$ cat src/rtl/dds_serial_slave.sv
// dds_serial_slave: responder end of the DDS 3-wire serial port.
// Decodes instruction/data words into a shadow register file and copies
// shadow to active on IO_UPDATE. Ramp and CFR active registers are exported.
// Optional build macro DDS_SLAVE_READBACK_EN: drive read data on sdo/sdo_oe.
module dds_serial_slave #(
  parameter int unsigned NUM_REGS = 16,
  parameter logic [31:0] CFR2_RST = 32'h00400820,
  parameter logic [31:0] CFR3_RST = 32'h1F3F4000
) (
  input  logic        fifty_MHz_intclk,
  input  logic        sys_reset,
  input  logic        SCLK,
  input  logic        SDIO,
  input  logic        CSB,
  input  logic        IO_RESET,
  input  logic        IO_UPDATE,
  output logic        sdo,
  output logic        sdo_oe,
  output logic        wr_strobe,
  output logic [4:0]  wr_addr,
  output logic        update_pulse,
  output logic        addr_err,
  output logic [31:0] cfr1,
  output logic [31:0] cfr2,
  output logic [31:0] cfr3,
  output logic [63:0] ramp_limits,
  output logic [63:0] ramp_step,
  output logic [31:0] ramp_rate
);

  // Synchroniser order: {SCLK, SDIO, CSB, IO_RESET, IO_UPDATE}; CSB idles high.
  localparam logic [4:0] SYNC_IDLE = 5'b00100;

  typedef enum logic [1:0] {IDLE, INSTR, WDATA, RDATA} state_t;

  state_t      state, state_n;
  logic [4:0]  sync1, sync2;
  logic        sclk_prev, upd_prev;
  logic        sclk_s, sdio_s, csb_s, iorst_s, upd_s;
  logic        sclk_rise, upd_rise, last_bit;
  logic [63:0] data_sr;
  logic [6:0]  bit_cnt;
  logic [4:0]  cur_addr, instr_addr;
  logic        cur_len64, instr_len64, instr_rd;
  logic        commit_pend, commit_store;
  logic [63:0] commit_data;
  logic [63:0] shadow [NUM_REGS];
  logic [63:0] active [NUM_REGS];

  function automatic logic [63:0] reg_rst(input int unsigned idx);
    case (idx)
      1:       reg_rst = {32'h0, CFR2_RST};
      2:       reg_rst = {32'h0, CFR3_RST};
      default: reg_rst = '0;
    endcase
  endfunction

  // Two-flop synchronisers plus previous-value flops for edge detection.
  always_ff @(posedge fifty_MHz_intclk or posedge sys_reset) begin
    if (sys_reset) begin
      sync1     <= SYNC_IDLE;
      sync2     <= SYNC_IDLE;
      sclk_prev <= 1'b0;
      upd_prev  <= 1'b0;
    end else begin
      sync1     <= {SCLK, SDIO, CSB, IO_RESET, IO_UPDATE};
      sync2     <= sync1;
      sclk_prev <= sync2[4];
      upd_prev  <= sync2[0];
    end
  end

  assign sclk_s    = sync2[4];
  assign sdio_s    = sync2[3];
  assign csb_s     = sync2[2];
  assign iorst_s   = sync2[1];
  assign upd_s     = sync2[0];
  assign sclk_rise = sclk_s & ~sclk_prev;
  assign upd_rise  = upd_s & ~upd_prev;
  assign last_bit  = sclk_rise && (bit_cnt == 7'd1);

  // Instruction fields as they stand while the 8th instruction bit is sampled.
  assign instr_addr  = {data_sr[3:0], sdio_s};
  assign instr_rd    = data_sr[6];
  assign instr_len64 = (instr_addr == 5'h0B) || (instr_addr == 5'h0C) || (instr_addr >= 5'h0E);

  // FSM state register.
  always_ff @(posedge fifty_MHz_intclk or posedge sys_reset) begin
    if (sys_reset) state <= IDLE;
    else           state <= state_n;
  end

  // Next state: CSB high beats IO_RESET, which beats bit counting.
  always_comb begin
    state_n = state;
    if (csb_s) begin
      state_n = IDLE;
    end else if (state == IDLE || iorst_s) begin
      state_n = INSTR;
    end else if (last_bit) begin
      if (state == INSTR) state_n = instr_rd ? RDATA : WDATA;
      else                state_n = INSTR;
    end
  end

  // Shift register, bit counter and instruction capture; flags a completed write.
  always_ff @(posedge fifty_MHz_intclk or posedge sys_reset) begin
    if (sys_reset) begin
      data_sr     <= '0;
      bit_cnt     <= 7'd8;
      cur_addr    <= '0;
      cur_len64   <= 1'b0;
      commit_pend <= 1'b0;
    end else begin
      commit_pend <= 1'b0;
      if (csb_s || iorst_s || state == IDLE) begin
        bit_cnt <= 7'd8;
      end else if (sclk_rise) begin
        if (state != RDATA) data_sr <= {data_sr[62:0], sdio_s};
        if (bit_cnt == 7'd1) begin
          if (state == INSTR) begin
            cur_addr  <= instr_addr;
            cur_len64 <= instr_len64;
            bit_cnt   <= instr_len64 ? 7'd64 : 7'd32;
          end else begin
            bit_cnt     <= 7'd8;
            commit_pend <= (state == WDATA);
          end
        end else begin
          bit_cnt <= bit_cnt - 7'd1;
        end
      end
    end
  end

  // 32-bit words sit in the low half; the upper half of the shifter holds stale bits.
  assign commit_data  = cur_len64 ? data_sr : {32'h0, data_sr[31:0]};
  assign commit_store = commit_pend && (32'(cur_addr) < NUM_REGS);

  // Shadow commit and shadow-to-active transfer, bypassing a same-cycle commit.
  always_ff @(posedge fifty_MHz_intclk or posedge sys_reset) begin
    if (sys_reset) begin
      for (int unsigned i = 0; i < NUM_REGS; i++) begin
        shadow[i] <= reg_rst(i);
        active[i] <= reg_rst(i);
      end
    end else begin
      for (int unsigned i = 0; i < NUM_REGS; i++) begin
        if (commit_store && 32'(cur_addr) == i) shadow[i] <= commit_data;
        if (upd_rise)
          active[i] <= (commit_store && 32'(cur_addr) == i) ? commit_data : shadow[i];
      end
    end
  end

  // Commit strobe, last address, sticky address error and update pulse.
  always_ff @(posedge fifty_MHz_intclk or posedge sys_reset) begin
    if (sys_reset) begin
      wr_strobe    <= 1'b0;
      wr_addr      <= '0;
      addr_err     <= 1'b0;
      update_pulse <= 1'b0;
    end else begin
      wr_strobe    <= commit_pend;
      update_pulse <= upd_rise;
      if (commit_pend) begin
        wr_addr <= cur_addr;
        if (32'(cur_addr) >= NUM_REGS) addr_err <= 1'b1;
      end
    end
  end

  assign cfr1        = active[0][31:0];
  assign cfr2        = active[1][31:0];
  assign cfr3        = active[2][31:0];
  assign ramp_limits = active[11];
  assign ramp_step   = active[12];
  assign ramp_rate   = active[13][31:0];

`ifdef DDS_SLAVE_READBACK_EN
  localparam int unsigned AW = (NUM_REGS > 1) ? $clog2(NUM_REGS) : 1;

  logic [63:0] rd_sr, rd_word;
  logic        sclk_fall;

  assign sclk_fall = ~sclk_s & sclk_prev;

  // Read word from shadow, MSB-aligned; unstored addresses read as zero.
  always_comb begin
    rd_word = '0;
    if (32'(instr_addr) < NUM_REGS) rd_word = shadow[instr_addr[AW-1:0]];
    if (!instr_len64) rd_word = {rd_word[31:0], 32'h0};
  end

  // Load on instruction completion, shift on each SCLK falling edge while reading.
  always_ff @(posedge fifty_MHz_intclk or posedge sys_reset) begin
    if (sys_reset)                              rd_sr <= '0;
    else if (state == INSTR && state_n == RDATA) rd_sr <= rd_word;
    else if (state == RDATA && sclk_fall)        rd_sr <= {rd_sr[62:0], 1'b0};
  end

  assign sdo    = (state == RDATA) & rd_sr[63];
  assign sdo_oe = (state == RDATA);
`else
  assign sdo    = 1'b0;
  assign sdo_oe = 1'b0;
`endif

endmodule

$ cat config.mk
export PLATFORM = sky130hd
export DESIGN_NAME = dds_serial_slave
export DESIGN_NICKNAME = d
export VERILOG_FILES = /design/src/rtl/dds_serial_slave.sv
export SDC_FILE = /design/constraint.sdc
export NUM_CORES = 1
export LEC_CHECK = 0
export CORE_UTILIZATION = 53
export DETAILED_ROUTE_END_ITERATION = 12
export GPL_ROUTABILITY_DRIVEN = 0
export PLACE_DENSITY = 0.73
export SYNTH_ARGS = -nofsm -noshare
export SYNTH_HDL_FRONTEND = slang
export SYNTH_SLANG_ARGS = --single-unit
$ cat constraint.sdc
create_clock -name fifty_MHz_intclk -period 22.3 [get_ports fifty_MHz_intclk]
set_input_delay 3.345 -clock fifty_MHz_intclk [delete_from_list [all_inputs] [get_ports fifty_MHz_intclk]]
set_output_delay 3.345 -clock fifty_MHz_intclk [all_outputs]
set_load 0.05 [all_outputs]
==> results_dict.tcl <==
set metrics [dict create \
    hpwl_um 29800 \
    netlist_instances 1554 \
    outcome "finished clean" \
    layout-drive-gt1-share_pct 32.0 \
    synth_fa_ha_area_share_pct 0.108 \
    cts_buffer_depth 3 \
    layout_min_cycle_time_ns 5.90 \
    synth_compound_area_share_pct 2.27 \
    gr-total-overflow 0 \
    synth_area_um2 23200 \
    synth_xor_area_share_pct 0 \
    ys_warn_count 0 \
    cp_cell_sequence "clkdlybuf4s50_1, inv_8, buf_4, buf_4" \
    postRouteAntennaNets 0 \
    wire_per_inst_um 20.8 \
    start_util_pct 53.8 \
    hold_class "flop to flop" \
    worst_setup_path_start_kind "primary input" \
    dr.pass1.iters 5 \
    ys_seq_area_share_pct 66.1 \
    grt_pass1_wl_um 80600 \
    synth_top_family_by_area "multiplexers" \
    yosysUniqueCellTypes 44 \
    netlist.top_cell.by_area "dfrtp_1" \
    period_share_pct 26.5 \
    final-seq-area_um2 15400 \
    cp_max_fo 131 \
    skew_ns 0.0165 \
    synthFlopType "dfrtp_1" \
    min_path_cells 0 \
    drcViolationCount 0 \
    clk_pin_slew_worst_paths_ns 0.06 \
    p_leak_nw 14.1 \
    synth_area_leaders "dfrtp_1, mux2_2, mux2_4" \
    num-fill-cells 3191 \
    ir_worst_vdd_v 0.0000693 \
    clock_sinks 612 \
    area_growth_pct 22.0 \
    arrival_ns 6.47 \
    clk_latency_ns 0.61 \
    synth.top_cell.area_share_pct 62.3 \
    grt_pass1_vias 14000 \
    slew_headroom_pct 4.77 \
    port_buffers 270 \
    crit_top_cell "buf_4" \
    rsz0062_at_grt "false" \
    antenna_found_initial 0 \
    vias_per_cell 5.53 \
    slowest_delay_ns 0.95 \
    worstMarginPinSlew_ns 1.43 \
    postCtsHoldBufs 0 \
    ys_ff_latch 612 \
    numCtsBuffers 59 \
    async_flop_share_pct 100 \
    synthSimpleGateAreaFrac_pct 5.99 \
    whs_ns 0.353 \
    synth.area.mux_share_pct 23.4 \
    cp_slowest_cell "buf_4" \
    setup_tns_ns 0 \
    grt_max_degree 233 \
    core_um2 43200 \
    vias 13500 \
    multi_input_area_um2 7400 \
    placed_cell_area_um2 26300 \
    cts_root_buf "clkbuf_16" \
    rows 76 \
    hold_violations 0 \
    drt_wl_total_um 50700 \
    final_design_area_no_fill_um2 28300 \
    worst-r2r-cell-count 5 \
    cts_resized 0 \
    synthTopCellsByCount "dfrtp_1, mux2_2, nand2_1" \
    chipHeight_um 211 \
    crit_required_ns 22.87 \
    synth-edff-count 0 \
    postCtsSetupRepairBufs 0 \
    finalSetupViolCount 0 \
    yosysMostFrequentCell "dfrtp_1" \
    dieArea_um2 44700 \
    diodes 0 \
    p_per_area_nw_per_um2 81.1 \
    drtIter0Drc 1028 \
    maxCapViolCount 0 \
    syn-mean-instance-area_um2 15.0 \
    cts_max_level 2 \
    ioPinCount 273 \
    fp.dieW_um 211 \
    max_freq_mhz 169 \
    num-nets-final 1814 \
    cts_tree "yes" \
    grt.total_usage_pct 23.3 \
    crit_path_end_kind "async pin" \
    critPathKind "primary input to async pin" \
    slew_viol_final 0 \
]
[sequential cells by signal, indices dropped and copies added, names as in the netlist]
register / count
shadow: 256
sclk_prev: 1
cfr2: 32
cfr1: 32
upd_prev: 1
cur_addr: 5
data_sr: 64
ramp_limits: 64
sync2: 5
addr_err: 1
ramp_rate: 32
ramp_step: 64
state: 2
cur_len64: 1
sync1: 5
commit_pend: 1
bit_cnt: 7
cfr3: 32
update_pulse: 1
wr_strobe: 1
wr_addr: 5
[area by class of cell]
cell class / count / area share (%)
timing repair buffer: 284 / 9.99
tap: 585 / 2.58
clock buffer: 96 / 6.48
clock inverter: 12 / 0.578
inverter: 3 / 0.0662
sequential: 612 / 54.2
multi-input combinational: 845 / 26.1
[worst max-delay path, delay by kind of cell]
kind,cells,cell delay (ns)
buf+inv,4,2.98
[worst paths after layout]
path                                       startpoint                         to  slack, ns
worst min register to register     sync1[0]$_DFF_PP0_         sync2[0]$_DFF_PP0_       0.35
min in group asynchronous                   sys_reset  ramp_step[48]$_DFFE_PP0P_       3.38
worst max register to register  commit_pend$_DFF_PP0_       cfr3[23]$_DFFE_PP0P_      19.06
worst max-delay path                        sys_reset      shadow[145]$_DFF_PP0_      16.40
worst min-delay path               sync1[0]$_DFF_PP0_         sync2[0]$_DFF_PP0_       0.35
max in group fifty_MHz_intclk    cfr3[14]$_DFFE_PP1P_                   cfr3[14]      17.00
[through the flow]
| step | setup WS, ns | util (%) | power, mW | instances |
|---|---|---|---|---|
| 2_1_floorplan | 1.87 | - | 1.25 | 1555 |
| 3_3_place_gp | 15.75 | 61.0 | 1.30 | 2329 |
| 3_5_place_dp | 15.66 | 61.0 | 1.30 | 2329 |
| 4_1_cts | 16.30 | 65.7 | 2.32 | 2437 |
| 5_1_grt | 15.92 | 65.7 | 2.38 | 2437 |
| 6_report | 16.40 | 65.7 | 2.30 | 2437 |
[layer usage]
metal | vias up | GRT usage (%) | part of all wire, %
met4 | 0 | 5.70 | 1.8
li1 | 5976 | - | -
met2 | 336 | 36.3 | 47
met5 | - | 0 | 0
met1 | 7089 | 34.0 | 46
met3 | 69 | 4.57 | 5.1
[placed cells by master (no fill, tap or decap), drive strengths merged, types with 3 or more instances in the layout]
| master | synthesis | routed |
|---|---|---|
| clkbuf | 49 | 96 |
| a211oi | 5 | 5 |
| nor2 | 73 | 73 |
| nand3 | 38 | 38 |
| bufinv | 0 | 4 |
| nor4 | 3 | 3 |
| a31oi | 65 | 65 |
| a21oi | 3 | 3 |
| nor2b | 5 | 5 |
| dfrtp | 579 | 579 |
| inv | 3 | 3 |
| nand2 | 133 | 133 |
| clkdlybuf4s50 | 0 | 270 |
| nor3 | 4 | 4 |
| dfstp | 33 | 33 |
| mux2i | 4 | 4 |
| clkinv | 0 | 8 |
| nand4 | 32 | 32 |
| mux2 | 460 | 460 |
| buf | 46 | 14 |
[logic make-up after synthesis]
family / Yosys count
other cells: 1
mux: 464
fa+ha+maj: 2
flops: 612
buf+inv: 98
compound gates: 80
simple gates: 297
[report_power, final]
group / total, mW / internal, mW / leakage (nW) / switching, mW
logic: 0.137 / 0.0406 / 4.80 / 0.0966
clock network: 1.02 / 0.605 / 0.989 / 0.413
registers: 1.14 / 1.13 / 8.28 / 0.0174
No activity file was read; power rests on OpenSTA's default activity.
